### src/rtl/cla_multibyte_add_seq_pkg.sv
// Shared definitions for the multi-byte CLA add/subtract sequencer:
// FSM state encoding, operation encoding, index-width helper and the
// 4-bit lookahead carry equations used by CLA_Adder8.
package cla_multibyte_add_seq_pkg;

  localparam int unsigned BYTE_W = 8;

  typedef enum logic [1:0] {
    ST_IDLE = 2'd0,
    ST_RUN  = 2'd1,
    ST_DONE = 2'd2
  } state_e;

  localparam logic OP_ADD = 1'b0;
  localparam logic OP_SUB = 1'b1;

  // Byte index width: clog2(nbytes), never below one bit.
  function automatic int unsigned idx_width(input int unsigned nbytes);
    return (nbytes > 1) ? $clog2(nbytes) : 1;
  endfunction

  // Flattened lookahead carries for a 4-bit group; bit 0 is the carry in,
  // bit 4 the group carry out.
  function automatic logic [4:0] cla4_carry(input logic [3:0] g,
                                            input logic [3:0] p,
                                            input logic       cin);
    logic [4:0] c;
    c[0] = cin;
    c[1] = g[0] | (p[0] & cin);
    c[2] = g[1] | (p[1] & g[0]) | (p[1] & p[0] & cin);
    c[3] = g[2] | (p[2] & g[1]) | (p[2] & p[1] & g[0]) | (p[2] & p[1] & p[0] & cin);
    c[4] = g[3] | (p[3] & g[2]) | (p[3] & p[2] & g[1]) | (p[3] & p[2] & p[1] & g[0])
         | ((&p) & cin);
    return c;
  endfunction

endpackage

### src/rtl/cla_multibyte_add_seq_cla8.sv
// CLA_Adder8: combinational 8-bit carry-lookahead adder built from two
// 4-bit lookahead groups.
//   i_a, i_b  : 8-bit operands
//   i_cin     : carry in
//   o_sum_c   : 8-bit sum
//   o_cout_c  : carry out of bit 7
module CLA_Adder8
  import cla_multibyte_add_seq_pkg::*;
(
  input  logic [7:0] i_a,
  input  logic [7:0] i_b,
  input  logic       i_cin,
  output logic [7:0] o_sum_c,
  output logic       o_cout_c
);

  logic [7:0] w_g;
  logic [7:0] w_p;
  logic [4:0] w_c_lo;
  logic [4:0] w_c_hi;

  // Generate/propagate, then group carries with the upper group chained on
  // the lower group's carry out.
  always_comb begin
    w_g      = i_a & i_b;
    w_p      = i_a ^ i_b;
    w_c_lo   = cla4_carry(w_g[3:0], w_p[3:0], i_cin);
    w_c_hi   = cla4_carry(w_g[7:4], w_p[7:4], w_c_lo[4]);
    o_sum_c  = w_p ^ {w_c_hi[3:0], w_c_lo[3:0]};
    o_cout_c = w_c_hi[4];
  end

endmodule

### src/rtl/cla_multibyte_add_seq.sv
// Multi-byte add/subtract sequencer. Runs NBYTES*8-bit operands through a
// single 8-bit CLA one byte per clock, LSB first, chaining the carry through
// a register. Subtraction is A + ~B + 1.
//   clk, rst  : clock, synchronous active-high reset
//   start     : request (sampled in IDLE only) with sub, a, b
//   busy      : high in RUN and DONE
//   done      : one-cycle pulse; result/cout/ovf valid from here until next start
//   result    : sum/difference modulo 2^W
//   cout      : final carry (sub: 1 = no borrow)
//   ovf       : two's-complement signed overflow
module cla_multibyte_add_seq
  import cla_multibyte_add_seq_pkg::*;
#(
  parameter int unsigned NBYTES = 4
) (
  input  logic                     clk,
  input  logic                     rst,
  input  logic                     start,
  input  logic                     sub,
  input  logic [BYTE_W*NBYTES-1:0] a,
  input  logic [BYTE_W*NBYTES-1:0] b,
  output logic                     busy,
  output logic                     done,
  output logic [BYTE_W*NBYTES-1:0] result,
  output logic                     cout,
  output logic                     ovf
);

  localparam int unsigned W     = BYTE_W * NBYTES;
  localparam int unsigned IDX_W = idx_width(NBYTES);

  state_e             r_state;
  state_e             w_state_nxt;
  logic               r_busy;
  logic               r_done;
  logic [W-1:0]       r_a;
  logic [W-1:0]       r_b;
  logic [W-1:0]       r_result;
  logic               r_carry;
  logic               r_cout;
  logic               r_ovf;
  logic [IDX_W-1:0]   r_idx;
  logic [BYTE_W-1:0]  w_a_byte;
  logic [BYTE_W-1:0]  w_b_byte;
  logic [BYTE_W-1:0]  w_sum;
  logic               w_cout;
  logic               w_last;

  // Select the current byte of each operand.
  always_comb begin
    w_a_byte = '0;
    w_b_byte = '0;
    for (int unsigned i = 0; i < NBYTES; i++) begin
      if (r_idx == IDX_W'(i)) begin
        w_a_byte = r_a[BYTE_W*i +: BYTE_W];
        w_b_byte = r_b[BYTE_W*i +: BYTE_W];
      end
    end
    w_last = (r_idx == IDX_W'(NBYTES - 1));
  end

  CLA_Adder8 u_cla (
    .i_a      (w_a_byte),
    .i_b      (w_b_byte),
    .i_cin    (r_carry),
    .o_sum_c  (w_sum),
    .o_cout_c (w_cout)
  );

  // State register; busy/done registered from the next state.
  always_ff @(posedge clk) begin
    if (rst) begin
      r_state <= ST_IDLE;
      r_busy  <= 1'b0;
      r_done  <= 1'b0;
    end else begin
      r_state <= w_state_nxt;
      r_busy  <= (w_state_nxt != ST_IDLE);
      r_done  <= (w_state_nxt == ST_DONE);
    end
  end

  // Next-state logic.
  always_comb begin
    w_state_nxt = r_state;
    case (r_state)
      ST_IDLE: if (start) w_state_nxt = ST_RUN;
      ST_RUN:  if (w_last) w_state_nxt = ST_DONE;
      ST_DONE: w_state_nxt = ST_IDLE;
      default: w_state_nxt = ST_IDLE;
    endcase
  end

  // Operand capture and per-byte datapath.
  always_ff @(posedge clk) begin
    if (rst) begin
      r_a      <= '0;
      r_b      <= '0;
      r_result <= '0;
      r_carry  <= 1'b0;
      r_cout   <= 1'b0;
      r_ovf    <= 1'b0;
      r_idx    <= '0;
    end else begin
      case (r_state)
        ST_IDLE: begin
          if (start) begin
            r_a      <= a;
            r_b      <= (sub == OP_SUB) ? ~b : b;
            r_carry  <= (sub == OP_SUB);
            r_idx    <= '0;
            r_result <= '0;
            r_cout   <= 1'b0;
            r_ovf    <= 1'b0;
          end
        end
        ST_RUN: begin
          for (int unsigned i = 0; i < NBYTES; i++) begin
            if (r_idx == IDX_W'(i)) r_result[BYTE_W*i +: BYTE_W] <= w_sum;
          end
          r_carry <= w_cout;
          if (w_last) begin
            r_cout <= w_cout;
            // Top byte: operand sign bits are bit 7 of the adder inputs.
            r_ovf  <= (w_a_byte[7] == w_b_byte[7]) && (w_sum[7] != w_a_byte[7]);
          end else begin
            r_idx <= r_idx + IDX_W'(1);
          end
        end
        default: ;
      endcase
    end
  end

  assign busy   = r_busy;
  assign done   = r_done;
  assign result = r_result;
  assign cout   = r_cout;
  assign ovf    = r_ovf;

endmodule
### config.mk
export PLATFORM = sky130hd
export DESIGN_NAME = cla_multibyte_add_seq
export DESIGN_NICKNAME = d
export VERILOG_FILES = /design/src/rtl/cla_multibyte_add_seq_pkg.sv /design/src/rtl/cla_multibyte_add_seq_cla8.sv /design/src/rtl/cla_multibyte_add_seq.sv
export SDC_FILE = /design/constraint.sdc
export NUM_CORES = 1
export LEC_CHECK = 0
export ABC_CLOCK_PERIOD_IN_PS = 3300
export BUFFER_PORTS_ARGS = -buffer_cell sky130_fd_sc_hd__buf_2
export CAP_MARGIN = 10
export CORE_MARGIN = 3
export CORE_UTILIZATION = 45
export DETAILED_ROUTE_END_ITERATION = 16
export PLACE_DENSITY = 0.66
export SLEW_MARGIN = 20
export SYNTH_ARGS = -nofsm -noshare
export SYNTH_HDL_FRONTEND = slang
export SYNTH_SLANG_ARGS = --single-unit
### constraint.sdc
create_clock -name clk -period 3.3 [get_ports clk]
set_clock_uncertainty 0.1 [all_clocks]
set_input_delay 0.66 -clock clk [delete_from_list [all_inputs] [get_ports clk]]
set_output_delay 0.66 -clock clk [all_outputs]
set_load 0.01 [all_outputs]
==> results.json, run 1 <==
{
  "outcome": "completed",
  "ios": 104,
  "dpl_worst_slack_ns": -0.0125,
  "fin_util_pct": 56.0,
  "n_antenna_cell": 0,
  "cap_violations": 0,
  "grt_overflow": 0,
  "num_vias": 4574,
  "dp_hpwl_mm": 9.46,
  "cp_slowest_stage_delay_ns": 0.45,
  "critPathRequiredTime_ns": 3.45,
  "antenna_found_initial": 0,
  "fillers": 1011,
  "clk_pin_slew_ns": 0.11,
  "multi_input_area_mm2": 0.00280,
  "grt_max_degree": 51,
  "setup_viol": 0,
  "viasPerCell": 5.28,
  "regArea_mm2": 0.00210,
  "grt_pass1_vias": 4413,
  "p_per_area_mw_per_mm2": 470,
  "synth_commonest_cells": "nand2_1, dfxtp_1, a21oi_1, nor2_1",
  "die_x_um": 112,
  "yosys_most_used_dff": "dfxtp_1",
  "fmax_ghz": 0.323,
  "finalHoldViolCount": 0,
  "cts-root-buf": "clkbuf_8",
  "cts_tree": "built",
  "crit_fanout": 8,
  "avgSynthCellArea_um2": 8.04,
  "cts_buffers": 9,
  "synth-seq-cells": 105,
  "drc": 0,
  "synth_enable_flop_cells": 0,
  "port_buffers": 103,
  "clockBufferDepth": 2,
  "rrSetupSlack_ns": 0.20,
  "cts.sinks": 105,
  "start_util_pct": 46.4,
  "post-synth-top-area-fraction_pct": 41.6,
  "drive_gt1_share_pct": 23.6,
  "core_mm2": 0.0109,
  "period_needed_ns": 3.10,
  "synth_nets": 710,
  "p_leak_nw": 2.44,
  "wl_mm": 12.9,
  "path_class": "reg2reg",
  "setup_ws_ns": 0.200,
  "ys_async_sr_fraction_pct": 0,
  "startpoint_type": "flop",
  "cp.arrival_ns": 3.25,
  "wl_per_cell_um": 14.9,
  "cp_top_family": "compound AO/OA/AOI/OAI gates",
  "grt_usage_pct": 20.5,
  "h-tree-depth": 3,
  "die_h_um": 112,
  "synth_area_leaders": "dfxtp_1, nand2_1, a21oi_1",
  "drt_iter0_drc": 249,
  "synthesis.instances": 628,
  "hp-class": "reg2reg",
  "crit_chain": "inv_1 -> ha_4 -> buf_4 -> buf_4 -> nand3b_1 -> a21oi_1 -> a21oi_1 -> nor2_1 -> a21o_1 -> ha_1 -> o21a_1 -> nor2_1 -> a2111oi_1 -> a311oi_2 -> o21ai_0",
  "gp_congestion": 0.853,
  "grt_pass1_wl_mm": 21.3,
  "firstDrtPassIters": 6,
  "synth_most_common_cell": "nand2_1",
  "num_rows": 38,
  "worst_slew_pin_slew_ns": 0.945,
  "dieArea_mm2": 0.0125,
  "postRouteAntennaNets": 0,
  "slew_headroom_pct": 37.0,
  "peakVddDrop_mv": 0.213,
  "area_growth_pct": 20.8,
  "end_kind": "flop",
  "yosys_warnings": 0,
  "final-max-slew-violation-count": 0,
  "ys_types": 47,
  "nets": 803,
  "syn_area_mm2": 0.00505,
  "crit_slowest_cell": "a311oi_2",
  "cp_num_buf_inv": 3,
  "period_share_pct": 94.0,
  "yosys.area.top_type": "dfxtp_1",
  "synth_seq_area_share_pct": 41.6,
  "clock_latency_ns": 0.38
}
## final cells by class
| class | count | share of cell area [%] |
|---|---|---|
| repair buffers | 131 | 12.8 |
| well taps | 140 | 2.87 |
| inverters | 5 | 0.308 |
| clock inverters | 7 | 1.66 |
| clock buffers | 9 | 2.03 |
| multi-input cells | 469 | 45.8 |
| flip-flops and latches | 105 | 34.5 |
## through the flow
step | TNS [ns] | power [W] | hold WS (ns) | std cells | instance area (um2)
finish | 0 | 0.00286 | 0.360 | 866 | 6100
global route | -0.0506 | 0.00301 | 0.387 | 866 | 6100
CTS | 0 | 0.00286 | 0.362 | 863 | 5990
detailed placement | -0.0178 | 0.00198 | 0.348 | 847 | 5760
global placement | 0 | 0.00196 | 0.339 | 847 | 5760
floorplan | 0 | 0.00179 | 0.336 | 628 | 5060
## logic make-up after synthesis
| logic type | Yosys count | synth area share [%] |
|---|---|---|
| flops | 105 | 41.6 |
| mux | 2 | 0.396 |
| buf+inv | 54 | 4.66 |
| fa+ha+maj | 14 | 3.77 |
| compound gates | 173 | 21.0 |
| xor+xnor | 35 | 6.07 |
| simple gates | 245 | 22.5 |
## tightest hold or removal path, delay by kind of cell (launching register included)
family          cells  cell delay (ns)
flops               1             0.32
simple gates        1             0.05
compound gates      1             0.05
## report_power, final
group / leakage (nW) / switching (W) / internal (W)
clock: 0.112 / 0.000462 / 0.000435
combinational: 1.47 / 0.000319 / 0.000244
sequential: 0.861 / 0.0000537 / 0.00135
total: 2.44 / 0.000835 / 0.00203
## routing by layer
metal  vias up  routed length, um  track usage, %  part of all wire (%)
li1       2342                  -               -                     -
met1      2084               6070            27.9                    47
met2       130               6000            34.1                    46
met3        18                673            3.86                   5.2
met4         0                186            4.89                   1.4
met5         -                  0               0                     0
## path summary, 6_finish.rpt
| kind | startpoint | endpoint | cells after the start |
|---|---|---|---|
| max | r_idx[0]$_SDFFE_PP0P_ | result[22]$_SDFFE_PP0P_ | 15 |
| min | result[9]$_SDFFE_PP0P_ | result[9]$_SDFFE_PP0P_ | 2 |
| max reg2reg | r_idx[0]$_SDFFE_PP0P_ | result[22]$_SDFFE_PP0P_ | 15 |
| min reg2reg | result[9]$_SDFFE_PP0P_ | result[9]$_SDFFE_PP0P_ | 2 |
## cells in the final DEF, fill, tap and decap left out, types with 2 or more instances in the layout
| master | count |
|---|---|
| a211oi_1 | 33 |
| a21o_1 | 8 |
| a21oi_1 | 78 |
| a21oi_2 | 5 |
| a22oi_1 | 6 |
| a31oi_1 | 2 |
| a32oi_1 | 3 |
| and2_4 | 2 |
| buf_12 | 3 |
| buf_2 | 103 |
| buf_4 | 24 |
| bufinv_16 | 2 |
| clkbuf_8 | 9 |
| dfxtp_1 | 103 |
| dfxtp_2 | 2 |
| fa_1 | 2 |
| ha_1 | 8 |
| ha_4 | 3 |
| inv_1 | 4 |
| mux2i_1 | 2 |
| nand2_1 | 122 |
| nand2b_1 | 9 |
| nand3_1 | 9 |
| nand3b_1 | 33 |
| nor2_1 | 54 |
| nor3_1 | 3 |
| nor3_2 | 2 |
| o211ai_1 | 5 |
| o21ai_0 | 18 |
| o21ai_1 | 8 |
| xnor2_1 | 33 |
| xor2_1 | 2 |
## what timing repair did
item                                    CTS  global route
setup buffers                             0             2
hold buffers                              0             0
gates resized for setup                   1            24
pin swaps                                 0             7
cloned                                    0             1
endpoints found under the setup margin    8            15
## state kept, by name (all words and copies together) (netlist names)
register,flops
busy,1
cout,1
done,1
ovf,1
r_a,32
r_b,32
r_carry,1
r_idx,2
r_state,2
result,32
Power figures use the tool's default switching activity.
==> run 2: changes to the inputs <==
--- a/config.mk
+++ b/config.mk
@@ -11,7 +11,7 @@
 export CORE_MARGIN = 3
 export CORE_UTILIZATION = 45
 export DETAILED_ROUTE_END_ITERATION = 16
-export PLACE_DENSITY = 0.66
+export PLACE_DENSITY = 0.7
 export SLEW_MARGIN = 20
 export SYNTH_ARGS = -nofsm -noshare
 export SYNTH_HDL_FRONTEND = slang
==> results.json, run 2 (synthesis results as in run 1) <==
{
  "holdPathEnd": "result[17]$_SDFFE_PP0P_",
  "rrSetupSlack_ns": 0.15,
  "viasPerCell": 5.32,
  "drc": 0,
  "worst_slew_pin_slew_ns": 0.882,
  "cts_tree": "built",
  "cp.arrival_ns": 3.35,
  "n_antenna_cell": 0,
  "clk_pin_slew_ns": 0.11,
  "rr_startpoint": "r_idx[1]$_SDFFE_PP0P_",
  "dp_hpwl_mm": 9.38,
  "grt_overflow": 0,
  "path_class": "reg2reg",
  "cts-root-buf": "clkbuf_8",
  "final_common_cell": "nand2_1",
  "hp-class": "reg2reg",
  "num_vias": 4620,
  "clock_latency_ns": 0.37,
  "die_h_um": 112,
  "dieArea_mm2": 0.0125,
  "holdPathStages": 2,
  "drt_iter0_drc": 274,
  "final-max-slew-violation-count": 0,
  "critPathRequiredTime_ns": 3.50,
  "cts_buffers": 9,
  "peakVddDrop_mv": 0.288,
  "hold_start": "result[17]$_SDFFE_PP0P_",
  "instances_no_fill": 869,
  "die_x_um": 112,
  "h-tree-depth": 3,
  "wl_mm": 13.0,
  "grt_pass1_wl_mm": 20.5,
  "setup_viol": 0,
  "crit_fanout": 6,
  "gp_congestion": 0.872,
  "grt_pass1_vias": 4288,
  "cap_violations": 0,
  "slew_headroom_pct": 41.2,
  "p_per_area_mw_per_mm2": 458,
  "startpoint_type": "flop",
  "fmax_ghz": 0.317,
  "cts.sinks": 105,
  "wl_per_cell_um": 15.0,
  "nets": 807,
  "port_buffers": 103,
  "clockBufferDepth": 2,
  "hold_buffers": 0,
  "ff2ff_path_depth": 16,
  "period_needed_ns": 3.15,
  "grt_usage_pct": 19.6,
  "num_rows": 38,
  "finalHoldViolCount": 0,
  "dpl_worst_slack_ns": -0.234,
  "p_leak_nw": 2.45,
  "drive_gt1_share_pct": 24.8,
  "period_share_pct": 95.5,
  "tns_ns": 0,
  "grt_max_degree": 100,
  "setup_ws_ns": 0.149,
  "end_kind": "flop",
  "antenna_found_initial": 0,
  "start_util_pct": 46.4,
  "ios": 104,
  "postRouteAntennaNets": 0,
  "layout_common_cells": "nand2_1, dfxtp_1, buf_2",
  "core_mm2": 0.0109,
  "dp.cells": 848,
  "r2r_end": "result[14]$_SDFFE_PP0P_",
  "outcome": "completed",
  "area_growth_pct": 21.5,
  "firstDrtPassIters": 5
}
## run 2: how the worst max path moves through the flow
stage	start	end	cells past startpoint
finish	r_idx[1]$_SDFFE_PP0P_	result[14]$_SDFFE_PP0P_	16
global route	r_idx[1]$_SDFFE_PP0P_	result[28]$_SDFFE_PP0P_	15
CTS	r_idx[1]$_SDFFE_PP0P_	result[13]$_SDFFE_PP0P_	16
detailed placement	r_idx[1]$_SDFFE_PP0P_	result[12]$_SDFFE_PP0P_	14
global placement	r_idx[1]$_SDFFE_PP0P_	result[28]$_SDFFE_PP0P_	14
floorplan	r_idx[0]$_SDFFE_PP0P_	result[28]$_SDFFE_PP0P_	15
## run 2: area by class of cell
cell class	instances	area, um2
timing repair buffer	135	815
clock inverter	6	75.1
inverter	5	18.8
sequential	105	2100
clock buffer	9	124
multi-input combinational	469	2820
tap	140	175
fill	1037	4750
## run 2: power by group
group | switching [W] | internal [W]
combinational | 0.000329 | 0.000257
clock | 0.000462 | 0.000359
sequential | 0.0000525 | 0.00135
## run 2: stage by stage
step                cell area (um2)  power [W]  hold WS [ns]  util, %
detailed placement             5770    0.00198         0.347     53.0
floorplan                      5060    0.00179         0.336        -
global placement               5770    0.00196         0.337     53.0
global route                   6140    0.00295         0.378     56.4
CTS                            5980    0.00279         0.361     54.9
finish                         6140    0.00281         0.359     56.4
## run 2: critical path, stage by stage (launching register included)
cell	delay, ns
dfxtp_2	0.35
inv_2	0.06
ha_4	0.18
buf_4	0.16
buf_4	0.14
buf_4	0.14
nand3b_1	0.16
a21oi_2	0.15
a21oi_1	0.05
o21ai_1	0.22
ha_1	0.30
buf_4	0.17
or3_1	0.36
mux2i_1	0.17
a311oi_2	0.06
buf_4	0.16
o21ai_0	0.14
## run 2: what timing repair did
action | 4_1_cts | 5_1_grt
buffers inserted | 0 | 5
gates resized for setup | 7 | 30
endpoints found under the hold margin | 0 | 0
endpoints found under the setup margin | 17 | 17
gates cloned | 0 | 1
pin swaps | 0 | 15
## run 2: routing by layer
metal | wire length [um] | track usage (%) | vias to the layer above
met5 | 0 | 0 | -
met4 | 125 | 3.85 | 0
met3 | 657 | 3.70 | 8
met2 | 6070 | 32.3 | 121
met1 | 6160 | 27.1 | 2136
li1 | - | - | 2355
